File: config.mk
export PLATFORM = sky130hd
export DESIGN_NAME = byte_lane_arbiter
export DESIGN_NICKNAME = d
export VERILOG_FILES = /design/src/rtl/byte_lane_arbiter.sv
export SDC_FILE = /design/constraint.sdc
export NUM_CORES = 1
export LEC_CHECK = 0
export CAP_MARGIN = 10
export CORE_ASPECT_RATIO = 1.1
export CORE_MARGIN = 1
export CORE_UTILIZATION = 45
export DETAILED_ROUTE_END_ITERATION = 6
export GPL_ROUTABILITY_DRIVEN = 0
export PLACE_DENSITY = 0.8
export SLEW_MARGIN = 30
export SYNTH_ARGS = -nofsm -noshare
export SYNTH_HDL_FRONTEND = slang
export SYNTH_SLANG_ARGS = --single-unit
File: constraint.sdc
create_clock -name clk -period 4.6 [get_ports clk]
set_input_delay 0.92 -clock clk [delete_from_list [all_inputs] [get_ports clk]]
set_output_delay 0.92 -clock clk [all_outputs]
set_load 0.05 [all_outputs]
File: src/rtl/byte_lane_arbiter.sv
// byte_lane_arbiter: round-robin arbiter sharing one DATA_W byte lane between
// NUM_REQ requesters. A grant lasts for one burst (until req_last or MAX_BURST
// beats), and each forwarded beat lands in a single-entry output register
// tagged with its source index.
// Optional: define BYTE_LANE_ARBITER_STATS_EN to add beat_count/grant_count.
module byte_lane_arbiter #(
  parameter int NUM_REQ   = 4,
  parameter int DATA_W    = 8,
  parameter int MAX_BURST = 4
) (
  input  logic                       clk,
  input  logic                       rst,
  input  logic [NUM_REQ-1:0]         req_valid,
  input  logic [NUM_REQ*DATA_W-1:0]  req_data,
  input  logic [NUM_REQ-1:0]         req_last,
  output logic [NUM_REQ-1:0]         req_ready,
  output logic                       out_valid,
  output logic [DATA_W-1:0]          out_data,
  output logic [$clog2(NUM_REQ)-1:0] out_src,
  output logic                       out_last,
  input  logic                       out_ready,
  output logic                       busy
`ifdef BYTE_LANE_ARBITER_STATS_EN
  ,
  output logic [31:0]                beat_count,
  output logic [15:0]                grant_count
`endif
);

  localparam int SRC_W = $clog2(NUM_REQ);
  localparam int CNT_W = 8;

  typedef enum logic {IDLE, GRANT} state_t;

  state_t                          state;
  logic [SRC_W-1:0]                gnt;
  logic [SRC_W-1:0]                rr_ptr;
  logic [CNT_W-1:0]                beat_cnt;
  logic [SRC_W-1:0]                arb_idx;
  logic                            arb_found;
  logic                            req_hs;
  logic                            out_hs;
  logic [NUM_REQ-1:0][DATA_W-1:0]  data_a;

  assign data_a = req_data;

  // Round-robin pick: first valid index after rr_ptr, wrapping explicitly mod NUM_REQ
  always_comb begin
    int c;
    c         = 0;
    arb_found = 1'b0;
    arb_idx   = '0;
    for (int k = 1; k <= NUM_REQ; k++) begin
      c = (int'(rr_ptr) + k) % NUM_REQ;
      if (!arb_found && req_valid[SRC_W'(c)]) begin
        arb_found = 1'b1;
        arb_idx   = SRC_W'(c);
      end
    end
  end

  // Only the granted requester sees ready, and only when the output slot frees up
  always_comb begin
    req_ready = '0;
    if (!rst && state == GRANT)
      req_ready[gnt] = !out_valid || out_ready;
  end

  assign req_hs = (state == GRANT) && req_valid[gnt] && req_ready[gnt];
  assign out_hs = out_valid && out_ready;

  // Grant FSM: IDLE arbitrates (no data moves), GRANT holds the lane until last/limit
  always_ff @(posedge clk) begin
    if (rst) begin
      state    <= IDLE;
      gnt      <= '0;
      rr_ptr   <= SRC_W'(NUM_REQ - 1);
      beat_cnt <= '0;
      busy     <= 1'b0;
    end else begin
      case (state)
        IDLE: begin
          if (arb_found) begin
            gnt      <= arb_idx;
            rr_ptr   <= arb_idx;
            beat_cnt <= '0;
            state    <= GRANT;
            busy     <= 1'b1;
          end
        end
        GRANT: begin
          if (req_hs) begin
            beat_cnt <= beat_cnt + 1'b1;
            if (req_last[gnt] || (beat_cnt + 1'b1) == CNT_W'(MAX_BURST)) begin
              state <= IDLE;
              busy  <= 1'b0;
            end
          end
        end
        default: begin
          state <= IDLE;
          busy  <= 1'b0;
        end
      endcase
    end
  end

  // Single-entry output stage; a reload on the same cycle as an drain keeps it full
  always_ff @(posedge clk) begin
    if (rst) begin
      out_valid <= 1'b0;
      out_data  <= '0;
      out_src   <= '0;
      out_last  <= 1'b0;
    end else if (req_hs) begin
      out_valid <= 1'b1;
      out_data  <= data_a[gnt];
      out_src   <= gnt;
      out_last  <= req_last[gnt];
    end else if (out_hs) begin
      out_valid <= 1'b0;
    end
  end

`ifdef BYTE_LANE_ARBITER_STATS_EN
  // Free-running wrap-around counters of delivered beats and issued grants
  always_ff @(posedge clk) begin
    if (rst) begin
      beat_count  <= '0;
      grant_count <= '0;
    end else begin
      if (out_hs)
        beat_count <= beat_count + 32'd1;
      if (state == IDLE && arb_found)
        grant_count <= grant_count + 16'd1;
    end
  end
`endif

endmodule

==> impl_results.md <==
- Post-CTS Setup Bufs: 0
- Top cell by count, worst path: clkdlybuf4s50_1
- Asr flop ratio synth: 0%
- Sequential share of power: 48.9%
- Peak VDD IR: 0.179 mV
- Worst slew pin tran: 0.732 ns
- Die Ht: 61.9 um
- Main area contributors after synthesis: dfxtp_1, mux4_2, nand2_1
- CP arrival: 2.79 ns
- Grt total ovfl: 0
- Final count of negative-setup-slack endpoints: 0
- WL per Instance: 15.1 um
- Largest family of logic cells by synthesized area: simple AND/OR/NAND/NOR gates
- Register area share after synthesis: 35.4%
- Logic gate share of total power: 28.9%
- Row count: 21
- Final hold violations: 0
- # hold bufs at CTS: 0
- DRT Wirelength: 3800 um
- Layout cells sized above 1: 6.91%
- CP Data Required Time: 3.68 ns
- Mapped cell area: 1470 sq um
- Crit path largest cell delay: 0.83 ns
- Switching part of the total: 30.0%
- Clock Skews: 0.00112 ns
- DRC Markers: 0
- IO Pins: 60
- Cells after Synth: 166
- Critical Path, Cell by Cell: clkdlybuf4s50_1, nand2b_1, nand3b_1, nor3_1, clkdlybuf4s50_1
- Commonest non-fill, non-tap cells in the layout: clkdlybuf4s50_1, dfxtp_1, nand2_1
- Crit-path slowest cell: clkdlybuf4s50_1
- Diode count: 0
- DR vias: 1460
- CTS tree: done
- Clock transition at path regs: 0.14 ns
- Synth Area in Simple Gates: 27.9%
- Antenna violations before repair: 0
- Die X-Extent: 56.5 um
- Yosys warnings: 0
- Nets@finish: 262
- Largest net degree at the start of global routing: 29
- Final Critical Period: 3.71 ns
- Post-detail-place hpwl: 2850 um
- Clock buffer depth: 2
- TritonRoute pass-1 iters: 4
- Main flop type after synthesis: dfxtp_1
- Slew Limit Fails: 0
- Worst hold-check path type: flip-flop to flip-flop
- Clock sink total: 26
- Core Box Area: 3070 sq um
- Most common cell after layout, fill and taps aside: clkdlybuf4s50_1
- Syn Nets: 210
- Tot GR Track Use: 21.5%
- Distinct cells, synth: 37
- Depth of the CTS H-tree: 1
- CTS Buf Count: 3
- Cts repair resizes: 0
- Placed Instances: 247
- FMAX: 270 MHz
- Number of global-route vias before repair: 1288
- Initial DRC Count: 51
- Synth top area share: 35.4%
- First-pass GRT wire length: 5840 um
- Finished Layout Cells: 251
- Worst slew margin: 51.1%
- Power share of the clock group: 22.2%
- Total of max-cap violations: 0
- Avg Cell Area, Syn: 8.86 sq um
- Crit. End Element: output pin
- Crit Path Max Fanout: 4
- Post-Synth XOR/XNOR Area: 0%
- RSZ-0062 raised after global routing: no
- CP bufs+invs: 2
- Critical path type: primary input to output pin
- Adder-Cell Fraction of Synth Area: 0.851%
- Starting Density: 47.8%
- Clk_lat worst skew: 0.31 ns
- Final Cycle Share: 80.5%
- Pwr per Cell Area: 251 nW/um^2
- Area Growth Syn to Fin: 41.3%
- Vias/cell: 5.82
- Synth Register Bits: 26
- PortBufs: 59
- Sw power: 0.156 mW
- Mux share of post-synthesis cell area: 16.3%
- CTS root buffer: clkbuf_4
- Pint: 0.365 mW
- Detail Route Antenna Nets: 0
- Top delay family on crit path: buffers and inverters
- Static Leakage: 0.700 nW
- Post-synthesis compound-gate area fraction: 13.5%
- Post-synth EDFFs: 0
- Setup Total Neg Slack: 0 ns
- Post-synth top area cell: dfxtp_1
- Worst setup SP type: primary input
- Status: finished, final reports clean
- Die area: 3500 sq um
-- flip-flops by register name (all words and copies together) (netlist names) --
signal,flops
gnt,2
beat_cnt,8
out_valid,1
rr_ptr,2
busy,1
state,1
out_src,2
out_data,8
out_last,1
-- power groups by stage --
| stage | Clock (mW) | Sequential (mW) | Combinational [mW] |
|---|---|---|---|
| final | 0.115 | 0.255 | 0.151 |
| after global routing | 0.129 | 0.258 | 0.161 |
| after CTS | 0.121 | 0.255 | 0.151 |
| after detailed placement | 0 | 0.260 | 0.150 |
| after global placement | 0 | 0.259 | 0.147 |
| after floorplan | 0 | 0.273 | 0.0762 |
-- through the flow --
step                      utilization [%]  setup slack, ns  hold WS, ns  area (sq um)  power, mW
final                                67.6            0.895        0.465          2080      0.521
after global routing                 67.6            0.779        0.492          2080      0.548
after CTS                            67.6            0.868        0.465          2080      0.527
after detailed placement             66.4            0.887        0.447          2040      0.410
after global placement               66.4            0.935        0.443          2040      0.406
after floorplan                         -             1.32        0.473          1470      0.349
-- Yosys cell counts, drive strengths merged, types with 6 or more instances --
library cell,instances
nor2,6
buf,8
o21ai,6
a21oi,14
nand3,14
dfxtp,26
nand2,25
mux4,10
-- final timing paths --
path / from / to / slack, ns / cells past startpoint
worst max register to register: gnt[0]$_SDFFE_PP0P_ / state$_SDFF_PP0_ / 2.31 / 4
worst min-delay path: out_data[5]$_SDFFE_PP0P_ / out_data[5]$_SDFFE_PP0P_ / 0.46 / 2
worst max-delay path: out_ready / req_ready[3] / 0.89 / 5
worst min register to register: out_data[5]$_SDFFE_PP0P_ / out_data[5]$_SDFFE_PP0P_ / 0.46 / 2
-- cells by family (layout without fill, tap and decap cells) --
logic type,Yosys count,count (layout)
mux,11,11
fa+ha+maj,1,1
flops,26,26
compound gates,33,33
buf+inv,18,69
simple gates,77,77
-- metal layers --
| layer | GRT usage [%] | wire length (um) | vias up |
|---|---|---|---|
| met4 | 8.01 | 52 | 0 |
| met5 | 0 | 0 | - |
| li1 | - | - | 717 |
| met1 | 27.1 | 1670 | 689 |
| met3 | 3.93 | 187 | 6 |
| met2 | 37.6 | 1890 | 48 |
-- area by class of cell --
class,instances,area (sq um)
repair buffers,60,598
multi-input cells,122,861
well taps,34,42.5
inverters,5,18.8
clock buffers,4,36.3
flip-flops and latches,26,520
fillers,254,997
-- worst min-delay path, delay by kind of cell, from the launching register on --
kind            cells  cell delay, ns
compound gates      1            0.05
flops               1            0.33
simple gates        1            0.05
Note: power is estimated with default switching activity, not from simulation.
==> RTL change 1: new RTL, same settings <==
The option `BYTE_LANE_ARBITER_STATS_EN` is turned on by a define.
--- a/src/rtl/byte_lane_arbiter.sv
+++ b/src/rtl/byte_lane_arbiter.sv
@@ -4,4 +4,6 @@
 // tagged with its source index.
 // Optional: define BYTE_LANE_ARBITER_STATS_EN to add beat_count/grant_count.
+`define BYTE_LANE_ARBITER_STATS_EN
+
 module byte_lane_arbiter #(
   parameter int NUM_REQ   = 4,
Function (old outputs only; new: beat_count and grant_count): kept (equiv_simple and equiv_induct, registers matched by name and starting in step).
==> RTL change 1 against the unedited design <==
- setup slack worse by 0.17 ns
- worst hold slack got worse by 0.0099 ns
- cell count rose to 2.6 times the old value
- sequential share of layout area grew 4.7 points
- maximum frequency shrank 4.4%
- non-clock buffer count up 49
- global-route usage is 1.4 points higher
- final area increased by 140%
- area after synthesis grew to 2.5 times the old value
- utilization shrank 5.0 points
- count of clock-buffer cells in the layout grew 9
- wire length rose by 140%
- power increased to 2.5 times the old value
- sequential cell count is 48 higher
- critical path type unchanged
- critical endpoint unchanged
==> RTL change 1: results <==
set metrics [dict create \
    status "finished, final reports clean" \
    cp_max_fo 8 \
    cts-root-buf "clkbuf_8" \
    synth_compound_area_frac 0.165 \
    hp-start "out_data[4]" \
    use_met2 0.395 \
    r2r_cells 5 \
    vdd_drop_max_mv 0.188 \
    min_to "out_data[4]" \
    worstMarginPinSlew_ns 0.741 \
    post_drt_wl_per_cell_um 14.5 \
    leakage_uw 0.00155 \
    drt_iter0_drc 155 \
    synth_mux_area_frac 0.0607 \
    portBuffers 107 \
    r2r-end "beat_cnt[6]" \
    endpoint "req_ready[3]" \
    wl_met3_um 275 \
    drive_gt1_frac 0.0563 \
    yosys.area_share.adder 0.0135 \
    pg_seq_uw 684 \
    synth_nets 483 \
    grt_use_total 0.229 \
    worstPathArrival_ns 2.96 \
    top_regs "beat_count x32, grant_count x16" \
    dp_cells 626 \
    vias 3670 \
    grt_max_degree 74 \
    met3_usage 0.0493 \
    use_met1 0.281 \
    fin_nets 576 \
    yosys-top-cells-area "dfxtp_1, a21oi_1, mux4_2" \
    synth_cells 436 \
    fin_skew_ns 0.0109 \
    clock_latency_ns 0.34 \
    clock_power_share 0.333 \
    clkTransAtPathRegs_ns 0.08 \
    htree_levels 3 \
    grt_pass1_wl_um 15900 \
    ys_seq_area_frac 0.399 \
    switchingPower_uw 364 \
    synth_cell_types 50 \
    via_per_inst 5.73 \
    synth_common_cells "dfxtp_1, a21oi_1, nand2_1" \
    m1WireLength_um 4060 \
]
## RTL change 1: cell types whose count changed in the layout (fill, tap and decap cells not counted), moves of 15 or more
cell,delta
clkdlybuf4s50_1,+47
o21ai_0,+19
o31ai_1,+16
or4_1,+19
dfxtp_1,+48
nand2_1,+22
a21oi_1,+36
nor2_1,+19
nand4_1,+15
## RTL change 1: layout make-up
class,count,area [µm²]
fillers,706,2980
multi-input cells,328,2090
flip-flops and latches,74,1480
repair buffers,109,1080
clock buffers,13,149
well taps,108,135
inverters,7,26.3
clock inverters,2,13.8
## RTL change 1: per-stage QoR
step	hold slack [ns]	cell area (µm²)	total power [µW]	worst slack, ns	util
after floorplan	0.478	3710	816	1.70	-
after detailed placement	0.446	4820	899	0.747	0.605
final	0.455	4980	1320	0.724	0.626
after global placement	0.442	4820	893	0.746	0.605
after CTS	0.457	4980	1330	0.724	0.626
after global routing	0.478	4980	1390	0.626	0.626
==> RTL change 2: new RTL, same settings <==
Made on the original files. Set the parameter `NUM_REQ` to 8 (it was 4).
--- a/src/rtl/byte_lane_arbiter.sv
+++ b/src/rtl/byte_lane_arbiter.sv
@@ -5,5 +5,5 @@
 // Optional: define BYTE_LANE_ARBITER_STATS_EN to add beat_count/grant_count.
 module byte_lane_arbiter #(
-  parameter int NUM_REQ   = 4,
+  parameter int NUM_REQ   = 8,
   parameter int DATA_W    = 8,
   parameter int MAX_BURST = 4
Ports: changed (5 resized); port bits go from 60 to 105. No check against the original RTL was run, so the function may have changed too.
==> RTL change 2 against the unedited design <==
- power grew to 4.3 times the old value
- wire length grew 92%
- area after synthesis grew 86%
- sequential share of layout area shrank 9.9 points
- via count grew 84%
- die area grew 82%
- synthesized cell count grew 72%
- setup slack lost 0.024 ns
- worst hold slack lost 0.00082 ns
- final area grew 85%
- critical endpoint is now beat_cnt[7]
- non-clock buffer count grew 48
- sequential power grew 81%
- clock power grew 130%
- sequential cell count grew 3
==> RTL change 2: results <==
set metrics [dict create \
    status "finished, final reports clean" \
    synth_nets 373 \
    met3_usage 0.0536 \
    vias 2693 \
    wl_met3_um 578 \
    seq_share 0.151 \
    hold_ws_ns 0.464 \
    non_clock_inverter_count 8 \
    cts_sinks 29 \
    vdd_drop_max_mv 0.440 \
    min_to "busy" \
    clockNetworkAreaShare 0.0303 \
    synth_area_mm2 0.00273 \
    slew-limit-headroom 0.447 \
    dp_cells 451 \
    drive_gt1_frac 0.173 \
    clock_buffers 7 \
    synth_cell_types 60 \
    dpl_cell_area_mm2 0.00373 \
    critical-path-max-stage-delay_ns 0.86 \
    yosys-top-cells-area "dfxtp_1, mux4_2, mux2i_1" \
    post-place-ws_ns 0.918 \
    drt_iter0_drc 156 \
    fin_area_mm2 0.00384 \
    m1WireLength_um 2750 \
    fin_skew_ns 0.00159 \
    fin_cells 459 \
    hpwlAfterDp_um 5640 \
    clkTransAtPathRegs_ns 0.06 \
    r2r_cells 9 \
    use_met1 0.274 \
    use_met2 0.430 \
]
-- RTL change 2: worst register-to-register path: cells and delay by family (launching register included) --
family	cells	cell delay (ns)
fa+ha+maj	1	0.62
compound gates	3	0.76
mux	1	0.40
buf+inv	1	0.28
simple gates	3	0.74
flops	1	0.86
-- RTL change 2: kinds of logic after synthesis --
group                      after synthesis  synth area share
buffers and inverters                   28            0.0678
adders and majority gates                4            0.0183
xor gates and xnor gates                 7            0.0224
AOI/OAI and AO/OA                       72             0.184
and+or+nand+nor                         89             0.169
muxes                                   57             0.326
DFF                                     29             0.213
-- RTL change 2: power groups by stage --
| stage | clock [µW] | combinational [µW] | sequential (µW) |
|---|---|---|---|
| 6_report | 270 | 1500 | 461 |
| 5_1_grt | 283 | 1620 | 482 |
| 4_1_cts | 274 | 1490 | 463 |
| 3_5_place_dp | 0 | 1490 | 470 |
| 2_1_floorplan | 0 | 1250 | 414 |
| 3_3_place_gp | 0 | 1460 | 464 |
